[src/rtl/ps2_pkg.sv]
`default_nettype none
// ============================================================================
//  Module      : ps2_pkg
//  Description : Shared definitions for the PS/2 host interface: transmitter
//                state encoding, keyboard command bytes, the keyboard ack
//                byte, the idle line level and the frame bit-counter limit.
//  Revision    : 1.0  initial release
// ============================================================================
package ps2_pkg;

    typedef enum logic [2:0] {
        ST_IDLE    = 3'd0,
        ST_INHIBIT = 3'd1,
        ST_RTS     = 3'd2,
        ST_SHIFT   = 3'd3,
        ST_ACK     = 3'd4,
        ST_RELEASE = 3'd5
    } ps2_state_t;

    localparam logic [7:0] CMD_SET_LEDS = 8'hED;
    localparam logic [7:0] CMD_RESET    = 8'hFF;
    localparam logic [7:0] CMD_ENABLE   = 8'hF4;
    localparam logic [7:0] ACK_BYTE     = 8'hFA;

    // Released open-drain lines float high through the bus pull-ups.
    localparam logic       LINE_IDLE    = 1'b1;

    // 11 device clock falling edges make up one host-to-device frame.
    localparam logic [3:0] BIT_CNT_MAX  = 4'd11;

endpackage : ps2_pkg
`default_nettype wire

[src/rtl/ps2_line_filter.sv]
`default_nettype none
// ============================================================================
//  Module      : ps2_line_filter
//  Description : Brings one asynchronous PS/2 line into the clk domain through
//                a 2-flop synchroniser, then only accepts a new level once the
//                synchronised line has held it for FILTER_CYCLES clk cycles.
//  Ports       : clk      - system clock
//                rst_n    - asynchronous active-low reset (filter preset to 1)
//                line_in  - raw PS/2 line (clock or data)
//                line_out - synchronised, de-glitched line level
//  Revision    : 1.0  initial release
// ============================================================================
module ps2_line_filter
    import ps2_pkg::*;
#(
    parameter int FILTER_CYCLES = 8
) (
    input  logic clk,
    input  logic rst_n,
    input  logic line_in,
    output logic line_out
);

    localparam int                 c_CNT_W    = (FILTER_CYCLES > 1) ? $clog2(FILTER_CYCLES) : 1;
    localparam logic [c_CNT_W-1:0] c_CNT_LAST = c_CNT_W'(FILTER_CYCLES - 1);
    localparam logic [c_CNT_W-1:0] c_CNT_ONE  = c_CNT_W'(1);

    logic [1:0]         r_sync;
    logic               r_filt;
    logic [c_CNT_W-1:0] r_cnt;

    // r_cnt counts consecutive cycles the synchronised line disagrees with
    // the accepted level; any agreement restarts the count.
    always_ff @(posedge clk or negedge rst_n) begin
        if (!rst_n) begin
            r_sync <= {2{LINE_IDLE}};
            r_filt <= LINE_IDLE;
            r_cnt  <= '0;
        end else begin
            r_sync <= {r_sync[0], line_in};
            if (r_sync[1] == r_filt) begin
                r_cnt <= '0;
            end else if (r_cnt == c_CNT_LAST) begin
                r_filt <= r_sync[1];
                r_cnt  <= '0;
            end else begin
                r_cnt <= r_cnt + c_CNT_ONE;
            end
        end
    end

    assign line_out = r_filt;

endmodule : ps2_line_filter
`default_nettype wire

[src/rtl/ps2_transmitter.sv]
`default_nettype none
// ============================================================================
//  Module      : ps2_transmitter
//  Description : PS/2 host-to-device byte transmitter. Inhibits the bus,
//                issues request-to-send, shifts data/odd parity/stop on the
//                device clock falling edges, checks the device ack and
//                reports tx_done or tx_err. Only open-drain pull-low controls
//                reach the bus.
//  Ports       : clk, rst_n            - clock, async active-low reset
//                tx_data/valid/ready   - byte request handshake
//                ps2_clk_in/data_in    - sensed bus lines (asynchronous)
//                ps2_*_drive_low       - 1 pulls the line low, 0 releases it
//                busy                  - frame in progress
//                tx_done / tx_err      - one-cycle completion / failure pulses
//  Revision    : 1.0  initial release
// ============================================================================
module ps2_transmitter
    import ps2_pkg::*;
#(
    parameter int CLK_HZ         = 100_000_000,
    parameter int INHIBIT_CYCLES = 12_000,
    parameter int TIMEOUT_CYCLES = 1_500_000,
    parameter int FILTER_CYCLES  = 8
) (
    input  logic       clk,
    input  logic       rst_n,
    input  logic [7:0] tx_data,
    input  logic       tx_valid,
    output logic       tx_ready,
    input  logic       ps2_clk_in,
    input  logic       ps2_data_in,
    output logic       ps2_clk_drive_low,
    output logic       ps2_data_drive_low,
    output logic       busy,
    output logic       tx_done,
    output logic       tx_err
);

    localparam int c_TIMER_MAX = (TIMEOUT_CYCLES > INHIBIT_CYCLES) ? TIMEOUT_CYCLES : INHIBIT_CYCLES;
    localparam int c_TIMER_W   = $clog2(c_TIMER_MAX + 1);
    localparam logic [c_TIMER_W-1:0] c_TIMEOUT_LAST = c_TIMER_W'(TIMEOUT_CYCLES - 1);
    localparam logic [c_TIMER_W-1:0] c_INHIBIT_LAST = c_TIMER_W'(INHIBIT_CYCLES - 1);
    localparam logic [c_TIMER_W-1:0] c_TIMER_ONE    = c_TIMER_W'(1);

    logic w_clk_filt;
    logic w_data_filt;
    logic w_timed;
    logic w_abort;
    logic w_unused_cfg;

    ps2_state_t           r_state;
    logic [7:0]           r_data;
    logic                 r_parity;
    logic [3:0]           r_bit_cnt;
    logic [c_TIMER_W-1:0] r_timer;
    logic                 r_clk_prev;
    logic                 r_fall;
    logic                 r_ack_ok;
    logic                 r_clk_drv;
    logic                 r_data_drv;
    logic                 r_ready;
    logic                 r_busy;
    logic                 r_done;
    logic                 r_err;

    // Clock frequency is informational; all timing is given in clk cycles.
    assign w_unused_cfg = (CLK_HZ > 0);

    ps2_line_filter #(.FILTER_CYCLES(FILTER_CYCLES)) u_clk_filter (
        .clk      (clk),
        .rst_n    (rst_n),
        .line_in  (ps2_clk_in),
        .line_out (w_clk_filt)
    );

    ps2_line_filter #(.FILTER_CYCLES(FILTER_CYCLES)) u_data_filter (
        .clk      (clk),
        .rst_n    (rst_n),
        .line_in  (ps2_data_in),
        .line_out (w_data_filt)
    );

    // The device must keep clocking while we wait on it; a falling edge in
    // the same cycle as the last timer count still counts as progress.
    assign w_timed = (r_state == ST_RTS) || (r_state == ST_SHIFT) || (r_state == ST_RELEASE);
    assign w_abort = w_timed && !r_fall && (r_timer == c_TIMEOUT_LAST);

    always_ff @(posedge clk or negedge rst_n) begin
        if (!rst_n) begin
            r_state    <= ST_IDLE;
            r_data     <= '0;
            r_parity   <= 1'b0;
            r_bit_cnt  <= '0;
            r_timer    <= '0;
            r_clk_prev <= LINE_IDLE;
            r_fall     <= 1'b0;
            r_ack_ok   <= 1'b0;
            r_clk_drv  <= 1'b0;
            r_data_drv <= 1'b0;
            r_ready    <= 1'b0;
            r_busy     <= 1'b0;
            r_done     <= 1'b0;
            r_err      <= 1'b0;
        end else begin
            r_clk_prev <= w_clk_filt;
            r_fall     <= r_clk_prev & ~w_clk_filt;
            r_done     <= 1'b0;
            r_err      <= 1'b0;

            if (w_timed) begin
                r_timer <= r_fall ? '0 : r_timer + c_TIMER_ONE;
            end

            if (w_abort) begin
                r_clk_drv  <= 1'b0;
                r_data_drv <= 1'b0;
                r_err      <= 1'b1;
                r_timer    <= '0;
                r_ready    <= 1'b1;
                r_busy     <= 1'b0;
                r_state    <= ST_IDLE;
            end else begin
                case (r_state)
                    ST_IDLE: begin
                        if (tx_valid && r_ready) begin
                            r_data     <= tx_data;
                            r_parity   <= ~^tx_data;
                            r_bit_cnt  <= '0;
                            r_timer    <= '0;
                            r_clk_drv  <= 1'b1;
                            r_data_drv <= 1'b0;
                            r_ready    <= 1'b0;
                            r_busy     <= 1'b1;
                            r_state    <= ST_INHIBIT;
                        end else begin
                            r_ready <= 1'b1;
                            r_busy  <= 1'b0;
                        end
                    end

                    // The timer doubles as the inhibit counter before RTS.
                    ST_INHIBIT: begin
                        if (r_timer == c_INHIBIT_LAST) begin
                            r_timer    <= '0;
                            r_data_drv <= 1'b1;
                            r_state    <= ST_RTS;
                        end else begin
                            r_timer <= r_timer + c_TIMER_ONE;
                        end
                    end

                    ST_RTS: begin
                        r_clk_drv <= 1'b0;
                        r_state   <= ST_SHIFT;
                    end

                    // r_bit_cnt holds the number of falling edges already
                    // seen, so edge n drives data bit r_bit_cnt == n-1.
                    ST_SHIFT: begin
                        if (r_fall) begin
                            if (r_bit_cnt < 4'd8) begin
                                r_data_drv <= ~r_data[r_bit_cnt[2:0]];
                            end else if (r_bit_cnt == 4'd8) begin
                                r_data_drv <= ~r_parity;
                            end else begin
                                r_data_drv <= 1'b0;
                            end
                            if (r_bit_cnt == BIT_CNT_MAX - 4'd1) begin
                                r_state <= ST_ACK;
                            end
                            if (r_bit_cnt != BIT_CNT_MAX) begin
                                r_bit_cnt <= r_bit_cnt + 4'd1;
                            end
                        end
                    end

                    ST_ACK: begin
                        r_ack_ok <= ~w_data_filt;
                        r_err    <= w_data_filt;
                        r_state  <= ST_RELEASE;
                    end

                    ST_RELEASE: begin
                        if (w_clk_filt && w_data_filt) begin
                            r_done  <= r_ack_ok;
                            r_ready <= 1'b1;
                            r_busy  <= 1'b0;
                            r_state <= ST_IDLE;
                        end
                    end

                    default: begin
                        r_clk_drv  <= 1'b0;
                        r_data_drv <= 1'b0;
                        r_busy     <= 1'b0;
                        r_state    <= ST_IDLE;
                    end
                endcase
            end
        end
    end

    assign tx_ready           = r_ready;
    assign busy               = r_busy;
    assign tx_done            = r_done;
    assign tx_err             = r_err;
    assign ps2_clk_drive_low  = r_clk_drv;
    assign ps2_data_drive_low = r_data_drv;

endmodule : ps2_transmitter
`default_nettype wire

[config.mk]
export PLATFORM = sky130hd
export DESIGN_NAME = ps2_transmitter
export DESIGN_NICKNAME = d
export VERILOG_FILES = /design/src/rtl/ps2_pkg.sv /design/src/rtl/ps2_line_filter.sv /design/src/rtl/ps2_transmitter.sv
export SDC_FILE = /design/constraint.sdc
export NUM_CORES = 1
export LEC_CHECK = 0
export CAP_MARGIN = 0
export CELL_PAD_IN_SITES_DETAIL_PLACEMENT = 2
export CELL_PAD_IN_SITES_GLOBAL_PLACEMENT = 2
export CORE_MARGIN = 1
export CORE_UTILIZATION = 38
export DETAILED_ROUTE_END_ITERATION = 12
export GPL_TIMING_DRIVEN = 0
export PLACE_DENSITY_LB_ADDON = 0.1
export SLEW_MARGIN = 20
export SYNTH_ARGS = -nofsm -noshare
export SYNTH_HDL_FRONTEND = slang
export SYNTH_SLANG_ARGS = --single-unit
[constraint.sdc]
create_clock -name clk -period 2.7 [get_ports clk]
set_input_delay 0.54 -clock clk [delete_from_list [all_inputs] [get_ports clk]]
set_output_delay 0.54 -clock clk [all_outputs]
set_load 0.01 [all_outputs]
## Word level (Yosys, flattened, before mapping)

Cells that the tools add are included.

| storage, ports and cells | value |
|---|---|
| bits of input ports | 13 |
| latch bits | 0 |
| word-level logic and storage cells | 129 |
| memories kept | 0 |
| output and inout port bits | 6 |
| ROM bits | 0 |
| RAM bits | 0 |
| bits in registers | 58 |

| operators by class | value |
|---|---|
| divide/modulo/power cells | 0 |
| bitwise logic cells | 8 |
| $mul | 0 |
| mux-type cells | 46 |
| add/subtract/negate cells | 4 |
| $lt $le $gt $ge | 2 |
| reductions and logical operators | 24 |
| equal/unequal tests | 25 |
| shifts and indexed selects | 0 |

Operators by type and width:

| kind | number |
|---|---|
| two-way mux 21 bit | 5 |
| case mux 21 bit (2 select lines) | 1 |
| two-way mux 3 bit | 10 |
| adder 21 x 1 -> 21 bit (second input constant) | 1 |
| == test 21 x 14 -> 1 bit (second input constant) | 1 |
| == test 21 bit (second input constant) | 1 |
| two-way mux 1 bit | 20 |
| case mux 3 bit (6 select lines) | 1 |
| == test 3 bit (second input constant) | 4 |
| two-way mux 4 bit | 3 |
| AND reduction 2 bit | 6 |
| AND reduction 5 bit | 2 |
| inequality test 3 bit (second input constant) | 3 |
| == test 4 bit (second input constant) | 2 |
| inequality test 2 x 1 -> 1 bit (second input constant) | 4 |
| case mux 4 bit (2 select lines) | 1 |
| OR reduction 4 bit | 2 |
| XNOR reduction 8 bit | 1 |
| inverter 1 bit | 7 |
| adder 3 x 1 -> 3 bit (second input constant) | 2 |
| == test 3 x 2 -> 1 bit (second input constant) | 2 |
| inequality test 3 x 2 -> 1 bit (second input constant) | 2 |
| adder 4 x 1 -> 4 bit (second input constant) | 1 |
| logical AND 1 bit | 4 |
| other kinds (19) | 23 |

## Depth between registers and ports, before layout

Gate-level depths: netlist of run 1.

| logic depth | value |
|---|---|
| word-level depth | 7 |
| gate-level depth with buffers | 8 |
| depth with buffers taken out | 7 |

## By module

From an unflattened synthesis of run 1, not the netlist that was laid out.

| second synthesis, totals | value |
|---|---|
| cell total of the unflattened synthesis | 320 |
| area, all modules | 3188.1 um^2 |

Modules (own cells, without submodules):

| module | instances | area each (um^2) | cells each |
|---|---|---|---|
| ps2_transmitter | 1 | 2740.1 | 294 |
| ps2_line_filter | 2 | 224.0 | 13 |

## Worst setup path before layout of run 1

Ideal clock, no wire load.

| path | value |
|---|---|
| kind | reg-to-reg |
| from | register r_timer[0] |
| to | register r_data_drv, in the netlist ps2_data_drive_low |
| stages on the path, launching flop included | 7 |
| clock period less this slack | 2.075 ns |
| path buffers | 0 |
| setup slack | 0.625 ns |
| arrival time | 1.954 ns |
| cells stage by stage | dfrtp_1 ha_1 nand4_1 nor4_4 nand2_4 a2111o_1 a22o_1 |

| between the ends | value |
|---|---|
| longest elaborated chain between the ends | 4 |

Ends and longest elaborated chain:

| item | RTL line | source |
|---|---|---|
| start, declared | ps2_transmitter.sv:55 | `logic [c_TIMER_W-1:0] r_timer;` |
| start signal, assigned | ps2_transmitter.sv:111 | `r_timer <= r_fall ? '0 : r_timer + c_TIMER_ONE;` |
| start signal, assigned | ps2_transmitter.sv:148 | `r_timer <= r_timer + c_TIMER_ONE;` |
| == test 21 bit | ps2_transmitter.sv:86 | `assign w_abort = w_timed && !r_fall && (r_timer == c_TIMEOUT_LAST);` |
| logical AND 1 bit | ps2_transmitter.sv:86 |  |
| inequality test 3 bit (no source line) / inequality test 2 x 1 -> 1 bit (equally long branches) | n/a |  |
| AND reduction 4 bit (no source line) | n/a |  |
| end signal, assigned | ps2_transmitter.sv:162 | `r_data_drv <= ~r_data[r_bit_cnt[2:0]];` |
| end signal, assigned | ps2_transmitter.sv:164 | `r_data_drv <= ~r_parity;` |
| end, declared | ps2_transmitter.sv:60 | `logic r_data_drv;` |

Parallel ways exist; a longest one is shown, timed or not.
A chain may end at the register's enable or synchronous reset.

## Worst setup path in the final report of run 1

| path | value |
|---|---|
| from | register r_state[2] |
| to | register r_timer[12] |

| between the ends | value |
|---|---|
| longest elaborated chain between the ends | 7 |

Ends and longest elaborated chain:

| item | RTL line | source |
|---|---|---|
| start, declared | ps2_transmitter.sv:51 | `ps2_state_t r_state;` |
| start signal, assigned | ps2_transmitter.sv:90 | `r_state <= ST_IDLE;` |
| start signal, assigned | ps2_transmitter.sv:121 | `r_state <= ST_IDLE;` |
| start signal, assigned | ps2_transmitter.sv:134 | `r_state <= ST_INHIBIT;` |
| == test 3 x 2 -> 1 bit | ps2_transmitter.sv:85 | `assign w_timed = (r_state == ST_RTS) \|\| (r_state == ST_SHIFT) \|\| (r_state == ST_RELEASE);` |
| logical OR 1 bit (2 in a row) | ps2_transmitter.sv:85 |  |
| two-way mux 21 bit | ps2_transmitter.sv:110 | `if (w_timed) begin` |
| two-way mux 21 bit | ps2_transmitter.sv:125 | `if (tx_valid && r_ready) begin` |
| case mux 21 bit (2 select lines) | ps2_transmitter.sv:123 | `case (r_state)` |
| two-way mux 21 bit (*) | ps2_transmitter.sv:114 | `if (w_abort) begin` |

Every way passes the cells marked *; elsewhere a longest branch is shown, timed or not.

==> metrics.txt, run 1 <==
result of the run=completed; minimum hold slack=around 0.13 ns; detailed-placement wirelength estimate=7.19 mm; drt drc=0; global placer's final weighted congestion=0.914; die width=96.2 um; syn nets=~370; area of the mapped netlist=about 3400 um^2; vertical extent of the die=96.2 um; maximum clock path buffer count=2; CP Buf/Inv Count=2; area grow syn2layout=15.9%; Data arrival, critical path=2.84 ns; via count of the first global-routing pass=3,158; total number of clock tree sinks=58; timing-limited maximum frequency=386 MHz; number of enable flip-flop cells after synthesis=0; number of distinct library cells after synthesis=62; type of the setup path with the least slack=reg2reg; required time at the worst-slack endpoint=2.95 ns; antenna diode count=0; number of inserted filler cells in the final layout=897; list of cells traversed by the critical path=nand2b_1 > a21oi_1 > clkbuf_1 > clkbuf_1 > o32ai_1 > a22oi_1; Peak supply drop=0.000368 V; CTS hold repair buffers=0; leak pwr=roughly 0.0016 uW; number of buffers inserted by port buffering=18; crit-path most repeated cell=sky130_fd_sc_hd__clkbuf_1; final setup skew=0.0136 ns; share of synthesized flip-flops with an asynchronous set or reset=100%; TritonCTS clock tree=built; Final Max Tran Viols=0; power per cell area=between 1000 and 1500 nW/um^2; number of buffers added by the clock tree synthesis step=9; fin area=3910 um^2; startpoint type of the worst setup path=flop; number of cell instances on the worst register-to-register path=6; setup TNS=0 ns; global-route total usage across every layer=24.0%; Synth Flop Type=sky130_fd_sc_hd__dfrtp_1; Routed Antenna Nets=0; Core Rows=33; initial antenna violation count=0; First DRT Iteration DRCs=114; capturing point of the worst reg2reg path=r_timer[12]; overall routed net length=about 10 mm; source-to-sink clock delay at the later pin of the worst-skew pair=0.34 ns; layout cells sized above 1=15.1%; slowest library cell on the worst path=sky130_fd_sc_hd__clkbuf_1; maxcap violations=0; initial cell density of the core=about two fifths; vias per cell=5.93; average cell area after synthesis=9.55 um^2; post-synthesis register bit count=between 50 and 60; share of synthesized area occupied by flip-flops and latches=43.3%; minimum clock period=2.59 ns; setup repair after global routing missed its margin=yes; placed cell areas=3700 um^2; final count of hold timing violations=0; post-layout util=46.6%; first-pass GRT wire length=16.4 mm; router iterations before antenna repair=4; instance count of the mapped netlist=between 300 and 400; largest net degree at the start of global routing=32; core box area=8380 um^2; relative slew slack=57.6%; deepest level of the CTS H-tree=3; largest fanout on the critical path=10; register-to-register setup slack=0.11 ns; Worst-path clk slew=0.06 ns; Root Buffer=sky130_fd_sc_hd__clkbuf_8; pin slew with the least headroom to its limit=0.632 ns; Reg2Reg Launch Point=r_state[2]; overflow left after global routing=0; Wirelength per Cell=20.3 um; nature of the critical path endpoint=flop; share of the cycle needed by the critical path after routing=a little over nine tenths; class of the worst hold path=in2async; IO Count=19; count of nets after finishing=406; total via count after detailed routing=~2,900; die area=about 9300 um^2; number of synthesis warnings=0; delay of the slowest critical-path stage=0.49 ns; cell class contributing the biggest share of worst-path delay=buffers and inverters; Final setup viols=0
## area by class of cell
cell class	instances	area, um^2	share of cell area, %
Inverter	16	60.1	1.54
Clock inverter	3	15.0	0.384
Sequential cell	58	1460	37.4
Tap cell	105	131	3.36
Timing Repair Buffer	21	213	5.45
Clock buffer	13	159	4.07
Buffer	19	82.6	2.11
Multi-Input combinational cell	260	1780	45.7
## placed cells by master (no fill, tap or decap), drive strengths merged, types with 3 or more instances in the layout
cell type and instances:
a2111oi 3, a211oi 4, a21oi 12, a22oi 6, and2 5, and3 8, buf 13, clkbuf 23
clkdlybuf4s50 17, clkinv 3, dfrtp 51, dfstp 7, ha 8, inv 16, mux2 13, nand2 32
nand2b 3, nand3 15, nand3b 3, nand4 5, nor2 21, nor2b 4, nor3 15, nor3b 3
nor4 6, o211ai 6, o21ai 23, o221ai 3, o22ai 8, or2 4, or3 3, or4 3
xnor2 14, xor2 3
## cell families after synthesis
logic type | after synthesis | synth area share (%)
and+or+nand+nor | 133 | 21.5
AOI/OAI and AO/OA | 87 | 17.9
DFF | 58 | 43.3
buffers and inverters | 35 | 4.23
xor gates and xnor gates | 17 | 4.42
muxes | 15 | 5.68
adders and majority gates | 8 | 2.97
## flip-flops by register name, summed over array words and instances (netlist names), 2 cells and up
name,flops
u_clk_filter.r_sync,2
r_state,3
r_bit_cnt,4
u_data_filter.r_sync,2
r_timer,21
u_data_filter.r_cnt,3
r_data,8
u_clk_filter.r_cnt,3
## worst max-delay path by stage
stage / from / to / slack [ns] / cells after the start
finish: r_state[2] / r_timer[12] / 0.11 / 6
detailed placement: tx_valid / r_timer[7] / 0.12 / 7
floorplan: r_timer[0] / ps2_data_drive_low / 0.62 / 6
global placement: rst_n / r_timer[6] / -0.88 / 1
global route: r_state[2] / r_timer[12] / -0.02 / 6
CTS: r_timer[0] / r_state[0] / 0.13 / 6
## synthesized netlist by cell type (all sizes together) (3+ instances only)
library cell   n  area share, %
a2111oi        3            1.3
a211oi         4           0.89
a21oi         12            1.8
a22oi          6            1.3
and2           5           0.93
and3           8            1.5
buf            9            1.3
clkbuf        10            1.1
dfrtp         51             38
dfstp          7            5.5
ha             8            3.0
inv           16            1.8
mux2          13            4.3
nand2         32            3.8
nand2b         3           0.56
nand3         15            2.2
nand3b         3           0.78
nand4          5            1.1
nor2          21            2.3
nor2b          4           0.74
nor3          15            2.2
nor3b          3           0.67
nor4           6            1.7
o211ai         6            1.3
o21ai         23            3.4
o221ai         3           0.78
o22ai          8            1.5
or2            4           0.74
or3            3           0.56
or4            3           0.67
xnor2         14            3.6
xor2           3           0.78
## repair_timing
item / CTS / global route
setup endpoints to repair: 0 / 8
resized for setup: 0 / 3
buffers inserted: 0 / 2
## metal layers
layer  global-route usage, %  vias up  routed length (um)
met4                    7.34        0                 102
met5                       0        -                   0
met3                    4.11        9                 220
met2                    40.0       32                4940
met1                    31.7     1527                4780
li1                        -     1368                   -
## through the flow
step           worst slack [ns]  power (uW)  std cells
6_report                  0.109        4350        495
5_1_grt                 -0.0240        4660        495
4_1_cts                   0.129        4360        493
3_5_place_dp              0.116        3590        477
3_3_place_gp             -0.883        3480        476
2_1_floorplan             0.625        2900        353
## where the power goes
part | internal (uW) | total (uW) | switching (uW)
registers | 1230 | 1640 | 408
clock network | 379 | 737 | 358
logic | 811 | 1970 | 1160
total | 2420 | 4350 | 1930
No activity file was read; power rests on OpenSTA's default activity.
==> run 2, diff against run 1 <==
- ABC_CLOCK_PERIOD_IN_PS: default -> 2700
==> results of run 2 <==
The final DEF is identical to that of run 1; final timing and power are the same.
